**config.mk**
```make
export PLATFORM = sky130hd
export DESIGN_NAME = lsu_mem_master
export DESIGN_NICKNAME = d
export VERILOG_FILES = /design/src/rtl/lsu_pkg.sv /design/src/rtl/lsu_data_align.sv /design/src/rtl/lsu_mem_master.sv
export SDC_FILE = /design/constraint.sdc
export NUM_CORES = 1
export LEC_CHECK = 0
export CAP_MARGIN = 0
export CORE_ASPECT_RATIO = 1.2
export CORE_MARGIN = 8
export CORE_UTILIZATION = 25
export CTS_BUF_LIST = sky130_fd_sc_hd__clkbuf_4 sky130_fd_sc_hd__clkbuf_8
export DETAILED_ROUTE_END_ITERATION = 12
export PLACE_DENSITY = 0.46
export SYNTH_ARGS = -nofsm -noshare
export SYNTH_HDL_FRONTEND = slang
export SYNTH_SLANG_ARGS = --single-unit
```
**constraint.sdc**
```tcl
create_clock -name clk -period 8 [get_ports clk]
set_input_delay 0.8 -clock clk [delete_from_list [all_inputs] [get_ports clk]]
set_output_delay 0.8 -clock clk [all_outputs]
set_load 0.005 [all_outputs]
```
**src/rtl/lsu_pkg.sv**
```systemverilog
// Shared types and helpers for the load/store memory master.
// Holds the FSM state encoding, funct3 codes and the request legality checks.
package lsu_pkg;

  typedef enum logic [2:0] {
    IDLE,
    LD,
    ST,
    RMW_RD,
    RMW_WR,
    RESP,
    ERR
  } lsu_state_e;

  localparam logic [2:0] F3_B  = 3'b000;
  localparam logic [2:0] F3_H  = 3'b001;
  localparam logic [2:0] F3_W  = 3'b010;
  localparam logic [2:0] F3_BU = 3'b100;
  localparam logic [2:0] F3_HU = 3'b101;

  function automatic logic is_misaligned(input logic [2:0] funct3, input logic [1:0] addr_lo);
    case (funct3)
      F3_H, F3_HU: return addr_lo[0];
      F3_W:        return (addr_lo != 2'b00);
      default:     return 1'b0;
    endcase
  endfunction

  // Stores only have signed-size encodings; unsigned variants are load-only.
  function automatic logic is_illegal(input logic we, input logic [2:0] funct3);
    if (we) return !(funct3 == F3_B || funct3 == F3_H || funct3 == F3_W);
    return !(funct3 == F3_B || funct3 == F3_H || funct3 == F3_W ||
             funct3 == F3_BU || funct3 == F3_HU);
  endfunction

endpackage

```
**src/rtl/lsu_data_align.sv**
```systemverilog
// Byte/half lane steering: load extraction with sign/zero extension and
// the read-modify-write merge used for SB/SH on a memory without byte enables.
module lsu_data_align
  import lsu_pkg::*;
#(
  parameter int DATA_W = 32
) (
  input  logic [DATA_W-1:0] rdata,
  input  logic [DATA_W-1:0] old,
  input  logic [DATA_W-1:0] wdata,
  input  logic [1:0]        addr_lo,
  input  logic [2:0]        funct3,
  output logic [DATA_W-1:0] ext,
  output logic [DATA_W-1:0] merged
);

  logic [7:0]  byte_v;
  logic [15:0] half_v;

  always_comb begin
    byte_v = rdata[{addr_lo, 3'b000} +: 8];
    half_v = rdata[{addr_lo[1], 4'b0000} +: 16];
    ext    = rdata;
    case (funct3)
      F3_B:    ext = {{24{byte_v[7]}}, byte_v};
      F3_BU:   ext = {24'h000000, byte_v};
      F3_H:    ext = {{16{half_v[15]}}, half_v};
      F3_HU:   ext = {16'h0000, half_v};
      default: ext = rdata;
    endcase
  end

  always_comb begin
    merged = old;
    case (funct3)
      F3_B:    merged[{addr_lo, 3'b000} +: 8]     = wdata[7:0];
      F3_H:    merged[{addr_lo[1], 4'b0000} +: 16] = wdata[15:0];
      F3_W:    merged = wdata;
      default: merged = old;
    endcase
  end

endmodule

```
**src/rtl/lsu_mem_master.sv**
```systemverilog
// Load/store initiator between the MEM stage and a word-addressed data memory.
// One request per handshake; SB/SH go through a read-modify-write sequence.
module lsu_mem_master
  import lsu_pkg::*;
#(
  parameter int DATA_W = 32,
  parameter int ADDR_W = 32
) (
  input  logic              clk,
  input  logic              rst,
  input  logic              req_valid,
  output logic              req_ready,
  input  logic              req_we,
  input  logic [2:0]        req_funct3,
  input  logic [ADDR_W-1:0] req_addr,
  input  logic [DATA_W-1:0] req_wdata,
  output logic              rsp_valid,
  output logic [DATA_W-1:0] rsp_rdata,
  output logic              rsp_err,
  output logic              mem_we,
  output logic              mem_re,
  output logic [ADDR_W-1:0] mem_addr,
  output logic [DATA_W-1:0] mem_wdata,
  input  logic [DATA_W-1:0] mem_rdata
);

  lsu_state_e        state, next_state;
  logic              we_q;
  logic [2:0]        f3_q;
  logic [ADDR_W-1:0] addr_q;
  logic [DATA_W-1:0] wdata_q, old_q, rdata_q;
  logic [DATA_W-1:0] ext, merged;

  lsu_data_align #(.DATA_W(DATA_W)) u_align (
    .rdata   (mem_rdata),
    .old     (old_q),
    .wdata   (wdata_q),
    .addr_lo (addr_q[1:0]),
    .funct3  (f3_q),
    .ext     (ext),
    .merged  (merged)
  );

  // addr_q is reset so mem_addr reads zero straight out of reset.
  always_ff @(posedge clk) begin
    if (rst) begin
      state  <= IDLE;
      we_q   <= 1'b0;
      f3_q   <= 3'b000;
      addr_q <= '0;
    end else begin
      state <= next_state;
      if (state == IDLE && req_valid) begin
        we_q   <= req_we;
        f3_q   <= req_funct3;
        addr_q <= req_addr;
      end
    end
  end

  always_ff @(posedge clk) begin
    if (state == IDLE && req_valid) wdata_q <= req_wdata;
    if (state == LD)                rdata_q <= ext;
    if (state == RMW_RD)            old_q   <= mem_rdata;
  end

  always_comb begin
    next_state = state;
    case (state)
      IDLE: begin
        if (req_valid) begin
          if (is_illegal(req_we, req_funct3) || is_misaligned(req_funct3, req_addr[1:0]))
            next_state = ERR;
          else if (!req_we)
            next_state = LD;
          else if (req_funct3 == F3_W)
            next_state = ST;
          else
            next_state = RMW_RD;
        end
      end
      LD:      next_state = RESP;
      ST:      next_state = RESP;
      RMW_RD:  next_state = RMW_WR;
      RMW_WR:  next_state = RESP;
      RESP:    next_state = IDLE;
      ERR:     next_state = IDLE;
      default: next_state = IDLE;
    endcase
  end

  always_comb begin
    req_ready = (state == IDLE);
    rsp_valid = (state == RESP) || (state == ERR);
    rsp_err   = (state == ERR);
    rsp_rdata = (state == RESP && !we_q) ? rdata_q : '0;
    mem_re    = (state == LD) || (state == RMW_RD);
    mem_we    = (state == ST) || (state == RMW_WR);
    mem_addr  = {2'b00, addr_q[ADDR_W-1:2]};
    mem_wdata = '0;
    if (state == ST)     mem_wdata = wdata_q;
    if (state == RMW_WR) mem_wdata = merged;
  end

endmodule

```
== After elaboration in Yosys (flattened, before gate mapping) ==
Cells that the tools add are included.

* Add/subtract/negate cells: 2
* Multipliers: 0
* Divide/modulo/power cells: 0
* Magnitude comparators: 0
* Equality and inequality tests: 15
* Shift-type cells: 6
* Multiplexer cells: 22
* Bitwise operators: 0
* Reductions and logical operators: 19

{| class="wikitable"
|+ Operators with widths
! kind !! number
|-
| $pmux W32 S4 || 1
|-
| $mux W32 || 3
|-
| $pmux W32 S3 || 1
|-
| $bwmux W32 || 2
|-
| $shift A16 B7 Y32 const A || 1
|-
| $shift A8 B7 Y32 const A || 1
|-
| $shiftx A16 B7 Y32 || 1
|-
| $shiftx A32 B6 Y16 || 1
|-
| $shiftx A32 B6 Y8 || 1
|-
| $shiftx A8 B7 Y32 || 1
|-
| $eq A3 B3 Y1 const B || 7
|-
| $neg A5 Y7 || 2
|-
| $eq A3 B2 Y1 const B || 4
|-
| $mux W1 || 10
|-
| $eq A3 B1 Y1 const B || 3
|-
| $logic_not A3 Y1 || 3
|-
| $pmux W3 S3 || 1
|-
| $logic_or A1 B1 Y1 || 8
|-
| $mux W3 || 2
|-
| $logic_not A1 Y1 || 3
|-
| $reduce_or A3 Y1 || 1
|-
| $logic_and A1 B1 Y1 || 2
|-
| $mux W2 || 1
|-
| $ne A2 B2 Y1 const B || 1
|-
| 3 further kinds || 3
|}

* Bits in registers: 135
* Latch bits: 0
* RAM bits: 0
* Bits in read-only memories: 0
* Bits of input ports: 103
* Output and inout bits: 101
* Logic and storage cells: 71
* Memories: 0

== Longest topological paths before layout ==
* Word-level depth: 13
* Depth in mapped cells: 8
* Mapped depth without buffers: 6

== Modules after synthesis ==
A second synthesis with hierarchy kept.

* Cell total of the unflattened synthesis: 654
* Area total of the unflattened synthesis: 6789.0 sq um

{| class="wikitable"
|+ Modules (own cells, without submodules)
! module !! instances !! cells an instance !! area each (sq um) !! seq. area each (sq um)
|-
| lsu_mem_master || 1 || 389 || 5159.9 || 3663.5
|-
| lsu_data_align || 1 || 265 || 1629.1 || 0.0
|}

== Worst setup path before layout ==
No wires, ideal clock.

* Path type: register -> output
* From: reg addr_q[1]
* To: out mem_wdata[24]
* Arrival: 2.289 ns
* Required time: 7.200 ns
* Path slack: 4.911 ns
* Cell stages (with the launch flop): 8
* Path buffers: 2
* Cell sequence: dfxtp_1 -> clkbuf_1 -> clkbuf_1 -> inv_1 -> ha_1 -> or4_4 -> nor3b_4 -> a221o_1

* Word-level cells in the longest chain between the ends: 5
* Elaborated cells on any way between the ends: 10
* Classes of those cells: 2 x add/sub; 4 x shift; 4 x mux

{| class="wikitable"
|+ Ends and longest elaborated chain
! item !! line !! RTL
|-
| from (decl) || lsu_mem_master.sv:30 || <nowiki>logic [ADDR_W-1:0] addr_q;</nowiki>
|-
| from (signal assigned) || lsu_mem_master.sv:56 || <nowiki>addr_q <= req_addr;</nowiki>
|-
| $neg A5 Y7 (on tied branches) || lsu_data_align.sv:37, lsu_data_align.sv:36 ||
|-
| $shiftx A16 B7 Y32 (tied with other cells) || lsu_data_align.sv:37 || <nowiki>F3_H: merged[{addr_lo[1], 4'b0000} +: 16] = wdata[15:0];</nowiki>
|-
| $bwmux W32 (on tied branches) || lsu_data_align.sv:37, lsu_data_align.sv:36 ||
|-
| $pmux W32 S3 * || lsu_data_align.sv:35 || <nowiki>case (funct3)</nowiki>
|-
| $mux W32 * || lsu_mem_master.sv:102 || <nowiki>if (state == RMW_WR) mem_wdata = merged;</nowiki>
|-
| to (decl) || lsu_mem_master.sv:23 || <nowiki>output logic [DATA_W-1:0] mem_wdata,</nowiki>
|}

Mark *: on every way between the ends. The rest lies on a longest branch, timed or not.

== Final worst setup path ==
* From: reg addr_q[1]
* To: out mem_wdata[7]

The elaborated chain is that of the path after synthesis.

==> flow_metrics.env <==
export IMPL_drc_errors=0
export IMPL_cpPeakStageDelay_ps=760
export IMPL_fillers=2434
export IMPL_max_freq_mhz=223
export IMPL_leakagePower_nw=3.04
export IMPL_critPathArrivalTime_ps=3680
export IMPL_hold_path_class="reg2reg"
export IMPL_num_rows=63
export IMPL_crit_buf_inv=2
export IMPL_synth_top_area_cell="edfxtp_1"
export IMPL_first_global_vias=5464
export IMPL_path_clk_slew_ps=80
export IMPL_design_area_um2=8710
export IMPL_path_max_fanout=23
export IMPL_synth_edf_count=96
export IMPL_fin_tns_setup_ps=0
export IMPL_nNetsFinal=842
export IMPL_finalCritPeriodShare_pct=56.0
export IMPL_ctsResizeCount=0
export IMPL_die_x_um=159
export IMPL_vias_per_cell=4.66
export IMPL_max_slew_worst_pin_slew_ps=1080
export IMPL_cts_tree="built"
export IMPL_hold_buffers=0
export IMPL_max_cap_viol_count=0
export IMPL_ctsRootBufferMaster="clkbuf_8"
export IMPL_layout_cells_non_filler=1072
export IMPL_grt_usage_pct=14.3
export IMPL_antenna_found_initial=1
export IMPL_syn_to_final_growth_pct=41.1
export IMPL_total_power_mw=1.88
export IMPL_synthArstFlopShare_pct=0
export IMPL_die_area_um2=30000
export IMPL_cts_buffers=17
export IMPL_syn_inst=571
export IMPL_io_pins=204
export IMPL_critPathKind="reg2out"
export IMPL_wire_per_inst_um=20.1
export IMPL_ys_seq_elements=135
export IMPL_insertion_delay_ps=450
export IMPL_finalSetupViolations=0
export IMPL_power_density_nw_per_um2=216
export IMPL_synth_area_leaders="edfxtp_1 (47%), dfxtp_1 (13%), nand2_1 (8.4%)"
export IMPL_synth_top_area_share_pct=46.7
export IMPL_grt_max_degree=40
export IMPL_core_um2=24500
export IMPL_synth_area_um2=6180
export IMPL_postCtsSetupBuffers=0
export IMPL_dr_pass1_iters=5
export IMPL_start_util_pct=25.2
export IMPL_final_hold_viol_count=0
export IMPL_required_ps=7200
export IMPL_slew_headroom_pct=28.1
export IMPL_numClockSinks=135
export IMPL_io_buffers=201
export IMPL_drv_slew=0
export IMPL_num_antenna_cells=0
export IMPL_dpl_instance_area_um2=8300
export IMPL_critPathTopFamily="compound AO/OA/AOI/OAI gates"
export IMPL_place_congestion=0.824
export IMPL_synth_ff_type="edfxtp_1"
export IMPL_min_period_ps=4480
export IMPL_ant_nets=0
export IMPL_avgSynthCellArea_um2=10.8
export IMPL_yosysWarningCount=0
export IMPL_slowest_stage="dfxtp_1"
export IMPL_ys_types=48
export IMPL_outcome="complete, no violations"
export IMPL_fin_skew_ps=13.4
export IMPL_dpl_hpwl_um=16500
export IMPL_vdd_drop_max_mv=0.118
export IMPL_wl_um=21600
export IMPL_synth_most_common_cell="nand2_1"
export IMPL_vias=4995
export IMPL_yosysSeqAreaShare_pct=59.3
export IMPL_clockBufferDepth=2
export IMPL_die_h_um=188
export IMPL_synthTopCellsByCount="nand2_1 (139), edfxtp_1 (96), a21oi_1 (49)"
export IMPL_drive_gt1_share_pct=6.56
export IMPL_rsz0062_at_grt="no"
export IMPL_worstSetupStartpointType="flip-flop"
export IMPL_drt_iter0_markers=286
export IMPL_crit_chain="inv_1 > ha_1 > nor4b_1 > a211oi_1 > o21ai_1 > a22o_1 > clkdlybuf4s50_1"
export IMPL_final_util_pct=35.5
export IMPL_ctsHtreeMaxLevel=4
export IMPL_grt_pass1_wl_um=32800
export IMPL_crit_path_end_kind="primary output"
export IMPL_overflow=0
export IMPL_dp_cells=1040
-- worst register-to-register path, delay by kind of cell, from the launching register on --
| kind | cells | cell delay, ps |
|---|---|---|
| buffers and inverters | 2 | 960 |
| flip-flops | 1 | 450 |
| AND/OR/NAND/NOR | 2 | 570 |
-- cell type report --
type                    count  area [um^2]  share of cell area (%)
clock buffers              17          234                    2.69
clock inverters            15          178                    2.04
inverters                   4         15.0                   0.172
multi-input cells         368         2150                    24.7
flip-flops and latches    135         3660                    42.0
well taps                 325          407                    4.67
repair buffers            208         2060                    23.7
-- report_power, final --
part	switching [mW]	total (mW)	internal, mW
Combinational	0.201	0.417	0.216
Clock	0.287	0.596	0.309
Sequential	0.0419	0.872	0.830
Total	0.530	1.88	1.35
-- flip-flops by register name, indices dropped and copies added (netlist names) --
name and count:
addr_q 32, rdata_q 32, state 3, old_q 32, f3_q 3, we_q 1
wdata_q 32
-- placed cells by master, fill, tap and decap left out, types with 2 or more instances in the layout --
cell	netlist	final
nand2_1	139	139
a221oi_1	3	3
inv_1	3	3
and2_1	42	42
edfxtp_1	96	96
clkinvlp_4	0	4
dfxtp_1	39	39
mux2_2	2	2
nor2_1	7	7
a22o_1	17	17
a211oi_1	3	3
nor4b_1	2	2
bufinv_16	0	3
nand2b_1	7	7
buf_4	32	7
a221o_1	32	32
clkinv_2	0	2
ha_1	5	5
o21ai_0	12	12
clkinv_4	0	3
a21oi_1	49	49
conb_1	1	2
nor3_1	3	3
inv_6	0	2
a21boi_0	8	8
clkbuf_8	0	17
or2_2	2	2
clkdlybuf4s50_1	0	201
nor4_1	2	2
o21ai_1	2	2
nor2b_1	8	7
and3b_1	2	2
-- metrics by stage --
step | hold WS [ps] | setup slack, ps
floorplan | 436 | 4910
global placement | 442 | 4160
detailed placement | 449 | 4030
CTS | 458 | 3530
global route | 475 | 3240
finish | 455 | 3520
-- routing by layer --
| layer | up-vias | GRT usage (%) | share of wire, % | routed length [um] |
|---|---|---|---|---|
| met2 | 227 | 25.4 | 51 | 11000 |
| li1 | 2344 | - | - | - |
| met4 | 2 | 4.07 | 1.5 | 315 |
| met3 | 31 | 5.37 | 8.2 | 1770 |
| met5 | - | 0 | 0.079 | 17 |
| met1 | 2391 | 15.8 | 39 | 8450 |
-- final timing paths --
kind / start / end / slack, ps / depth (start not counted)
setup / recovery: addr_q[1] / mem_wdata[7] / 3520 / 7
hold / removal: addr_q[4] / addr_q[4] / 450 / 2
setup reg to reg: state[1] / wdata_q[18] / 5650 / 4
hold reg to reg: addr_q[4] / addr_q[4] / 450 / 2
-- cells by family (layout without fill, tap and decap cells) --
family	count (synthesis)	in the layout	synth area share [%]
fa+ha+maj	5	5	1.01
xor+xnor	1	1	0.142
mux	3	3	0.527
other cells	1	2	0.0607
compound gates	132	132	15.2
simple gates	225	225	17.5
flops	135	135	59.3
buf+inv	69	244	6.20
Power figures use the tool's default switching activity.
